## config.mk

```make
export PLATFORM = sky130hd
export DESIGN_NAME = mandelbrot_frame_ctrl_flat
export DESIGN_NICKNAME = d
export VERILOG_FILES = /design/src/rtl/mandelbrot_frame_ctrl_if.sv /design/src/rtl/mandelbrot_frame_ctrl.sv /design/src/flat_wrapper.sv
export SDC_FILE = /design/constraint.sdc
export NUM_CORES = 1
export LEC_CHECK = 0
export ABC_AREA = 1
export BUFFER_PORTS_ARGS = -buffer_cell sky130_fd_sc_hd__buf_2
export CAP_MARGIN = 20
export CELL_PAD_IN_SITES_DETAIL_PLACEMENT = 1
export CELL_PAD_IN_SITES_GLOBAL_PLACEMENT = 1
export CORE_MARGIN = 2
export CORE_UTILIZATION = 25
export DETAILED_ROUTE_END_ITERATION = 10
export GPL_TIMING_DRIVEN = 0
export PLACE_DENSITY = 0.51
export SYNTH_ARGS = -nofsm -noshare
export SYNTH_HDL_FRONTEND = slang
export SYNTH_SLANG_ARGS = --single-unit
```

## constraint.sdc

```tcl
create_clock -name clk -period 5.35 [get_ports clk]
set_input_delay 0.2675 -clock clk [delete_from_list [all_inputs] [get_ports clk]]
set_output_delay 0.2675 -clock clk [all_outputs]
set_load 0.02 [all_outputs]
```

## src/rtl/mandelbrot_frame_ctrl_if.sv

```systemverilog
// Engine and clear-write bundle between the frame sequencer and mandelbrot_top.
//   man_en/man_x0/man_y0/man_step : engine launch pulse and view window (ctrl -> engine)
//   man_done                      : engine frame complete pulse (engine -> ctrl)
//   clr_vld/clr_adr/clr_dat       : index memory clear write (ctrl -> FIFO mux)
//   clr_rdy                       : clear write accepted (FIFO mux -> ctrl)
// master = frame controller side, slave = engine / memory side.
interface mandelbrot_frame_ctrl_if #(
  parameter int unsigned FPW = 27,
  parameter int unsigned AW  = 19,
  parameter int unsigned DW  = 8
);
  logic           man_en;
  logic [FPW-1:0] man_x0;
  logic [FPW-1:0] man_y0;
  logic [FPW-1:0] man_step;
  logic           man_done;
  logic           clr_vld;
  logic           clr_rdy;
  logic [AW-1:0]  clr_adr;
  logic [DW-1:0]  clr_dat;

  modport master (
    output man_en, man_x0, man_y0, man_step, clr_vld, clr_adr, clr_dat,
    input  man_done, clr_rdy
  );

  modport slave (
    input  man_en, man_x0, man_y0, man_step, clr_vld, clr_adr, clr_dat,
    output man_done, clr_rdy
  );
endinterface

```

## src/rtl/mandelbrot_frame_ctrl.sv

```systemverilog
// Frame sequencer for mandelbrot_top (man_clk domain).
// Per frame: optional index-memory clear, window computation from centre and step,
// one-cycle engine launch, wait for done, then (auto mode) zoom in and repeat.
// Ports:
//   clk, clk_en, rst      : clock, clock enable (all state holds when low), sync active-high reset
//   start, stop           : begin sequence (IDLE only) / finish current frame then idle (sticky)
//   auto_en, clr_en       : loop with zoom / clear memory before each frame
//   clr_val               : index value written during clear
//   cx, cy, step0         : view centre (signed) and initial step (unsigned), sampled on start
//   bus                   : engine launch/done and clear write handshake (master side)
//   busy, frame_cnt       : not idle / completed frames (wrapping)
module mandelbrot_frame_ctrl #(
  parameter int unsigned FPW   = 27,
  parameter int unsigned AW    = 19,
  parameter int unsigned DW    = 8,
  parameter int unsigned NPIX  = 307200,
  parameter int unsigned HALFX = 320,
  parameter int unsigned HALFY = 240,
  parameter int unsigned ZS    = 4
) (
  input  logic                   clk,
  input  logic                   clk_en,
  input  logic                   rst,
  input  logic                   start,
  input  logic                   stop,
  input  logic                   auto_en,
  input  logic                   clr_en,
  input  logic [DW-1:0]          clr_val,
  input  logic [FPW-1:0]         cx,
  input  logic [FPW-1:0]         cy,
  input  logic [FPW-1:0]         step0,
  mandelbrot_frame_ctrl_if.master bus,
  output logic                   busy,
  output logic [15:0]            frame_cnt
);

  localparam logic [FPW-1:0] HalfxW  = FPW'(HALFX);
  localparam logic [FPW-1:0] HalfyW  = FPW'(HALFY);
  localparam logic [AW-1:0]  LastAdr = AW'(NPIX - 1);

  typedef enum logic [2:0] {
    StIdle,
    StCalc,
    StClear,
    StLaunch,
    StRun,
    StZoom
  } state_e;

  state_e         state_q, state_d;
  logic [FPW-1:0] cx_q, cx_d;
  logic [FPW-1:0] cy_q, cy_d;
  logic [FPW-1:0] step_q, step_d;
  logic [FPW-1:0] x0_q, x0_d;
  logic [FPW-1:0] y0_q, y0_d;
  logic [FPW-1:0] mstep_q, mstep_d;
  logic [AW-1:0]  adr_q, adr_d;
  logic [15:0]    frame_q, frame_d;
  logic           stop_q, stop_d;

  // Products keep only the FPW LSBs; subtraction then wraps in two's complement.
  logic [FPW-1:0] prod_x;
  logic [FPW-1:0] prod_y;
  logic [FPW-1:0] zoom_step;

  always_comb begin
    prod_x    = step_q * HalfxW;
    prod_y    = step_q * HalfyW;
    zoom_step = step_q - (step_q >> ZS);
  end

  always_comb begin
    state_d = state_q;
    cx_d    = cx_q;
    cy_d    = cy_q;
    step_d  = step_q;
    x0_d    = x0_q;
    y0_d    = y0_q;
    mstep_d = mstep_q;
    adr_d   = adr_q;
    frame_d = frame_q;
    stop_d  = stop_q;

    if (state_q != StIdle && stop) begin
      stop_d = 1'b1;
    end

    unique case (state_q)
      StIdle: begin
        if (start) begin
          cx_d    = cx;
          cy_d    = cy;
          step_d  = step0;
          state_d = StCalc;
        end
      end
      StCalc: begin
        mstep_d = step_q;
        x0_d    = cx_q - prod_x;
        y0_d    = cy_q - prod_y;
        state_d = clr_en ? StClear : StLaunch;
      end
      StClear: begin
        // clr_vld is implied by the state, so only the ready side gates progress.
        if (bus.clr_rdy) begin
          if (adr_q == LastAdr) begin
            adr_d   = '0;
            state_d = StLaunch;
          end else begin
            adr_d = adr_q + AW'(1);
          end
        end
      end
      StLaunch: begin
        state_d = StRun;
      end
      StRun: begin
        if (bus.man_done) begin
          frame_d = frame_q + 16'd1;
          if (stop_q || stop || !auto_en) begin
            stop_d  = 1'b0;
            state_d = StIdle;
          end else begin
            state_d = StZoom;
          end
        end
      end
      StZoom: begin
        // Never let the step collapse to zero; hold the last nonzero value instead.
        if (zoom_step != '0) begin
          step_d = zoom_step;
        end
        state_d = StCalc;
      end
      default: begin
        state_d = StIdle;
      end
    endcase
  end

  always_ff @(posedge clk) begin
    if (rst) begin
      state_q <= StIdle;
      cx_q    <= '0;
      cy_q    <= '0;
      step_q  <= '0;
      x0_q    <= '0;
      y0_q    <= '0;
      mstep_q <= '0;
      adr_q   <= '0;
      frame_q <= '0;
      stop_q  <= 1'b0;
    end else if (clk_en) begin
      state_q <= state_d;
      cx_q    <= cx_d;
      cy_q    <= cy_d;
      step_q  <= step_d;
      x0_q    <= x0_d;
      y0_q    <= y0_d;
      mstep_q <= mstep_d;
      adr_q   <= adr_d;
      frame_q <= frame_d;
      stop_q  <= stop_d;
    end
  end

  always_comb begin
    bus.man_en   = (state_q == StLaunch);
    bus.man_x0   = x0_q;
    bus.man_y0   = y0_q;
    bus.man_step = mstep_q;
    bus.clr_vld  = (state_q == StClear);
    bus.clr_adr  = adr_q;
    bus.clr_dat  = clr_val;
    busy         = (state_q != StIdle);
    frame_cnt    = frame_q;
  end

endmodule

```

## src/flat_wrapper.sv

```systemverilog
// flat-port wrapper written by rule: the top's interface ports become plain ports
module mandelbrot_frame_ctrl_flat 
#(
  parameter int unsigned FPW   = 27,
  parameter int unsigned AW    = 19,
  parameter int unsigned DW    = 8,
  parameter int unsigned NPIX  = 307200,
  parameter int unsigned HALFX = 320,
  parameter int unsigned HALFY = 240,
  parameter int unsigned ZS    = 4
)
  (clk, clk_en, rst, start, stop, auto_en, clr_en, clr_val, cx, cy, step0, busy, frame_cnt, bus_man_en, bus_man_x0, bus_man_y0, bus_man_step, bus_clr_vld, bus_clr_adr, bus_clr_dat, bus_man_done, bus_clr_rdy);
  mandelbrot_frame_ctrl_if #(.FPW(FPW), .AW(AW), .DW(DW)) bus_i ();
  input  logic clk;
  input  logic clk_en;
  input  logic rst;
  input  logic start;
  input  logic stop;
  input  logic auto_en;
  input  logic clr_en;
  input  logic [DW-1:0] clr_val;
  input  logic [FPW-1:0] cx;
  input  logic [FPW-1:0] cy;
  input  logic [FPW-1:0] step0;
  output logic busy;
  output logic [15:0] frame_cnt;
  output wire logic [$bits(bus_i.man_en)-1:0] bus_man_en;
  output wire logic [$bits(bus_i.man_x0)-1:0] bus_man_x0;
  output wire logic [$bits(bus_i.man_y0)-1:0] bus_man_y0;
  output wire logic [$bits(bus_i.man_step)-1:0] bus_man_step;
  output wire logic [$bits(bus_i.clr_vld)-1:0] bus_clr_vld;
  output wire logic [$bits(bus_i.clr_adr)-1:0] bus_clr_adr;
  output wire logic [$bits(bus_i.clr_dat)-1:0] bus_clr_dat;
  input wire logic [$bits(bus_i.man_done)-1:0] bus_man_done;
  input wire logic [$bits(bus_i.clr_rdy)-1:0] bus_clr_rdy;
  assign bus_man_en = bus_i.man_en;
  assign bus_man_x0 = bus_i.man_x0;
  assign bus_man_y0 = bus_i.man_y0;
  assign bus_man_step = bus_i.man_step;
  assign bus_clr_vld = bus_i.clr_vld;
  assign bus_clr_adr = bus_i.clr_adr;
  assign bus_clr_dat = bus_i.clr_dat;
  assign bus_i.man_done = bus_man_done;
  assign bus_i.clr_rdy = bus_clr_rdy;
  mandelbrot_frame_ctrl #(.FPW(FPW), .AW(AW), .DW(DW), .NPIX(NPIX), .HALFX(HALFX), .HALFY(HALFY), .ZS(ZS)) u_core (.clk(clk), .clk_en(clk_en), .rst(rst), .start(start), .stop(stop), .auto_en(auto_en), .clr_en(clr_en), .clr_val(clr_val), .cx(cx), .cy(cy), .step0(step0), .bus(bus_i), .busy(busy), .frame_cnt(frame_cnt));
endmodule
```

==> results.md <==
- The flow ran to the end, and the final reports show no timing, DRC or antenna violations.
- The final hold violation count is 0.
- Setup repair after global routing could not meet its margin everywhere.
- Setup violations remaining at the end of the flow were counted as 0.
- The number of warnings printed during yosys synthesis is 0.
- Of the total synthesized cell area, the portion taken by full adders, half adders and majority gates is 0.1599.
- The signed area change from the synthesized netlist to the final layout is 23.84%.
- Clock latency on the worst-skew pair, taken at its later pin, is 580 ps.
- The startpoint type of the worst setup path is a flop.
- The wire length of the first global-routing pass is 92520 µm.
- The fmax is 0.1980 GHz.
- Of the total synthesized cell area, the portion taken by XOR and XNOR cells is 0.04818.
- The share of the clock period used by the worst path after layout is 0.9442.
- Subtracting the final worst setup slack from the clock period gives 5051 ps.
- Once layout is complete, the utilization of the core stands at 0.3113.
- The pin count of the biggest net entering global routing is 14.
- The number of max-slew violations in the final report came to 0.
- The number of violations reported at the end of detailed-routing iteration 0 is 611.
- In the final layout, the share of cells above drive strength 1 is 0.1392.
- The number of buffers created by CTS is 28.
- The area fraction in compound gates after synthesis is 0.1729.
- The initial antenna violation count is 0.
- The average cell area after synthesis is 6.805 µm².
- The kind of end point of the critical path is a flop.
- After synthesis, the share of cell area in mux cells is 0.
- The largest clock skew in the final design is 21.37 ps.
- The commonest cells after synthesis are sky130_fd_sc_hd__nand2_1 (438), sky130_fd_sc_hd__inv_1 (345), sky130_fd_sc_hd__a21oi_1 (229).
- The most used flip-flop cell after synthesis is sky130_fd_sc_hd__dfxtp_1.
- The pre-CTS worst setup slack is -854.3 ps.
- The via density per instance is 4.602.
- The largest fanout on the critical path is 5.
- STA puts the critical path data required time at 5820 ps.
- The post-synth net total is 2482.
- The measured slew at the worst slew-check pin is 1127 ps.
- The cell area after synthesis is 15090 µm².
- The post-route cell area is 18680 µm².
- The final route contains 15206 vias.
- The buffer levels on the longest clock path is 3.
- The floorplan has 90 rows.
- After detailed routing, the average wire length per cell comes to 18.26 µm.
- The hold path startpoint is cx[12].
- TritonCTS built the clock tree.
- The max-cap violation count is 0.
- The core region is 60020 µm².
- The path type of the worst setup path is reg2reg.
- The master cell of the clock root buffer is sky130_fd_sc_hd__clkbuf_16.
- Synthesis produced a netlist whose cell count is 2217.
- At the worst endpoint, the arrival time is 5520 ps.
- The number of clock sinks seen by CTS is 201.
- The H-tree depth is 1.
- The final-stage net count is 2769.
- The congestion estimate from routability-driven global placement came to 0.8520.
- The die width is 249.7 µm.
- The cell area after placement is 17170 µm².
- In the post-synthesis netlist, the biggest area contributors are sky130_fd_sc_hd__dfxtp_1 (27%), sky130_fd_sc_hd__nand2_1 (11%), sky130_fd_sc_hd__ha_1 (10%).
- For this block, the routed nets add up to 60330 µm of wire.
- Of all cell types, the one taking the most synthesized area is sky130_fd_sc_hd__dfxtp_1.
- The number of global-route vias before repair is 15831.
- The post-layout worst setup margin is 298.8 ps.
- The tightest min-delay check is of the in2reg type.
- Of all flip-flops after synthesis, the portion carrying an async set or reset was 0.
- In this run, synthesis inferred 0 flip-flops with an integrated enable.
- The aggregate global-route resource usage is 0.1910.
- Of the total synthesized cell area, the portion taken by AND, OR, NAND and NOR gates is 0.2422.
- For this design the top-level I/O count stands at 225.
- The initial utilization of the core area, before any placement, comes to 0.2514.
- After synthesis, the netlist uses 46 different library cells.
- The count of buffers from port buffering is 216.
- The number of synthesized register bits is 201.
- The final setup TNS is 0 ps.
- In this run the critical register-to-register path is launched from u_core.step_q[4].
- The largest family of logic cells by synthesized area is simple AND/OR/NAND/NOR gates.
- Headroom to the max-slew limit came out at 0.2486.
- In the routed design, unresolved DRC markers number 0.
- The remaining number of nets flagged by the antenna check after routing is 0.
- The total overflow left after global routing is 0.
- The clock-pin slew of the registers on the worst-case setup and hold paths is 60 ps.
- Detailed placement ended at an HPWL of 49730 µm.
- The floorplan step defined a die boundary enclosing 62330 µm².
- Before antenna repair, the detailed router went through 4 iterations.
- The startpoint of the most critical setup path is u_core.step_q[4].
- The floorplan step set the die height to 249.7 µm.
- The share of the synthesized area in the top cell type is 0.2667.
- The number of diodes added for antenna fixing is 0.
- Among all cell types in the netlist, the one instantiated most often is sky130_fd_sc_hd__nand2_1.
- For this run, the register share of the synthesized area comes to 0.2667.
[cell usage in the layout, fill, tap and decap left out, drive strengths merged, types with 45 or more instances in the layout]
cell type / n
xor2: 45
inv: 350
nand3: 82
dfxtp: 201
buf: 252
nor2: 223
clkbuf: 86
ha: 124
o21ai: 195
a21oi: 229
nand2: 445
[critical path, stage by stage (launching register included)]
cell	delay (ps)
sky130_fd_sc_hd__dfxtp_2	410
sky130_fd_sc_hd__clkinvlp_4	210
sky130_fd_sc_hd__buf_4	190
sky130_fd_sc_hd__fa_1	500
sky130_fd_sc_hd__fa_1	520
sky130_fd_sc_hd__inv_1	40
sky130_fd_sc_hd__ha_1	340
sky130_fd_sc_hd__a21o_1	200
sky130_fd_sc_hd__a21oi_2	160
sky130_fd_sc_hd__o21ai_2	90
sky130_fd_sc_hd__a21boi_2	190
sky130_fd_sc_hd__o21ai_2	100
sky130_fd_sc_hd__a31oi_1	200
sky130_fd_sc_hd__xor2_1	290
sky130_fd_sc_hd__ha_1	250
sky130_fd_sc_hd__nand2_1	150
sky130_fd_sc_hd__nor4_4	330
sky130_fd_sc_hd__nand4_1	140
sky130_fd_sc_hd__nand3_1	170
sky130_fd_sc_hd__a31oi_1	130
sky130_fd_sc_hd__nand2_1	80
sky130_fd_sc_hd__nand2_1	40
sky130_fd_sc_hd__o21ai_0	160
sky130_fd_sc_hd__inv_1	50
[registers in the layout (all words and copies together), names as in the netlist]
name,flops
u_core.bus.clr_adr,19
u_core.bus.man_step,27
u_core.bus.man_x0,27
u_core.bus.man_y0,27
u_core.cx_q,27
u_core.cy_q,27
u_core.frame_cnt,16
u_core.state_q,3
u_core.step_q,27
u_core.stop_q,1
[stage by stage]
step	hold slack, ps	cells
5_1_grt	20.95	3304
3_5_place_dp	449.1	3217
3_3_place_gp	441.4	3215
2_1_floorplan	428.0	2217
4_1_cts	2.275	3299
6_report	18.44	3304
[per-layer routing]
layer	track usage	part of all wire
met2	0.3314	0.48
met4	0.04114	0.018
met1	0.2552	0.48
met5	0	0
met3	0.01950	0.024
[cell type report]
class	instances	area, µm²
Fill cell	7535	41340
Multi-Input combinational cell	1589	9460
Sequential cell	201	4039
Timing Repair Buffer	257	1465
Inverter	355	1344
Tap cell	782	978.4
Clock buffer	35	798.3
Buffer	72	329.1
Clock inverter	13	270.3
[cell families after synthesis]
family,Yosys count
buf+inv,427
flops,201
xor+xnor,83
simple gates,850
compound gates,489
fa+ha+maj,167
[path summary, 6_finish.rpt]
kind | end | slack, ps | depth (start not counted)
worst max-delay path | u_core.bus.man_y0[26] | 300 | 23
worst min-delay path | u_core.cx_q[12] | 20 | 3
worst max register to register | u_core.bus.man_y0[26] | 300 | 23
worst min register to register | u_core.bus.man_y0[3] | 450 | 2
[timing repair]
| action | in CTS | in global routing |
|---|---|---|
| pin swaps | 0 | 2 |
| hold buffers | 26 | 0 |
| cloned | 0 | 0 |
| hold endpoints to repair | 26 | 0 |
| endpoints found under the setup margin | 10 | 6 |
| buffers inserted | 8 | 5 |
| gates resized for setup | 14 | 19 |
Power is not shown: default switching activity piles up to over one toggle a cycle in this logic, so the estimate is an artifact.
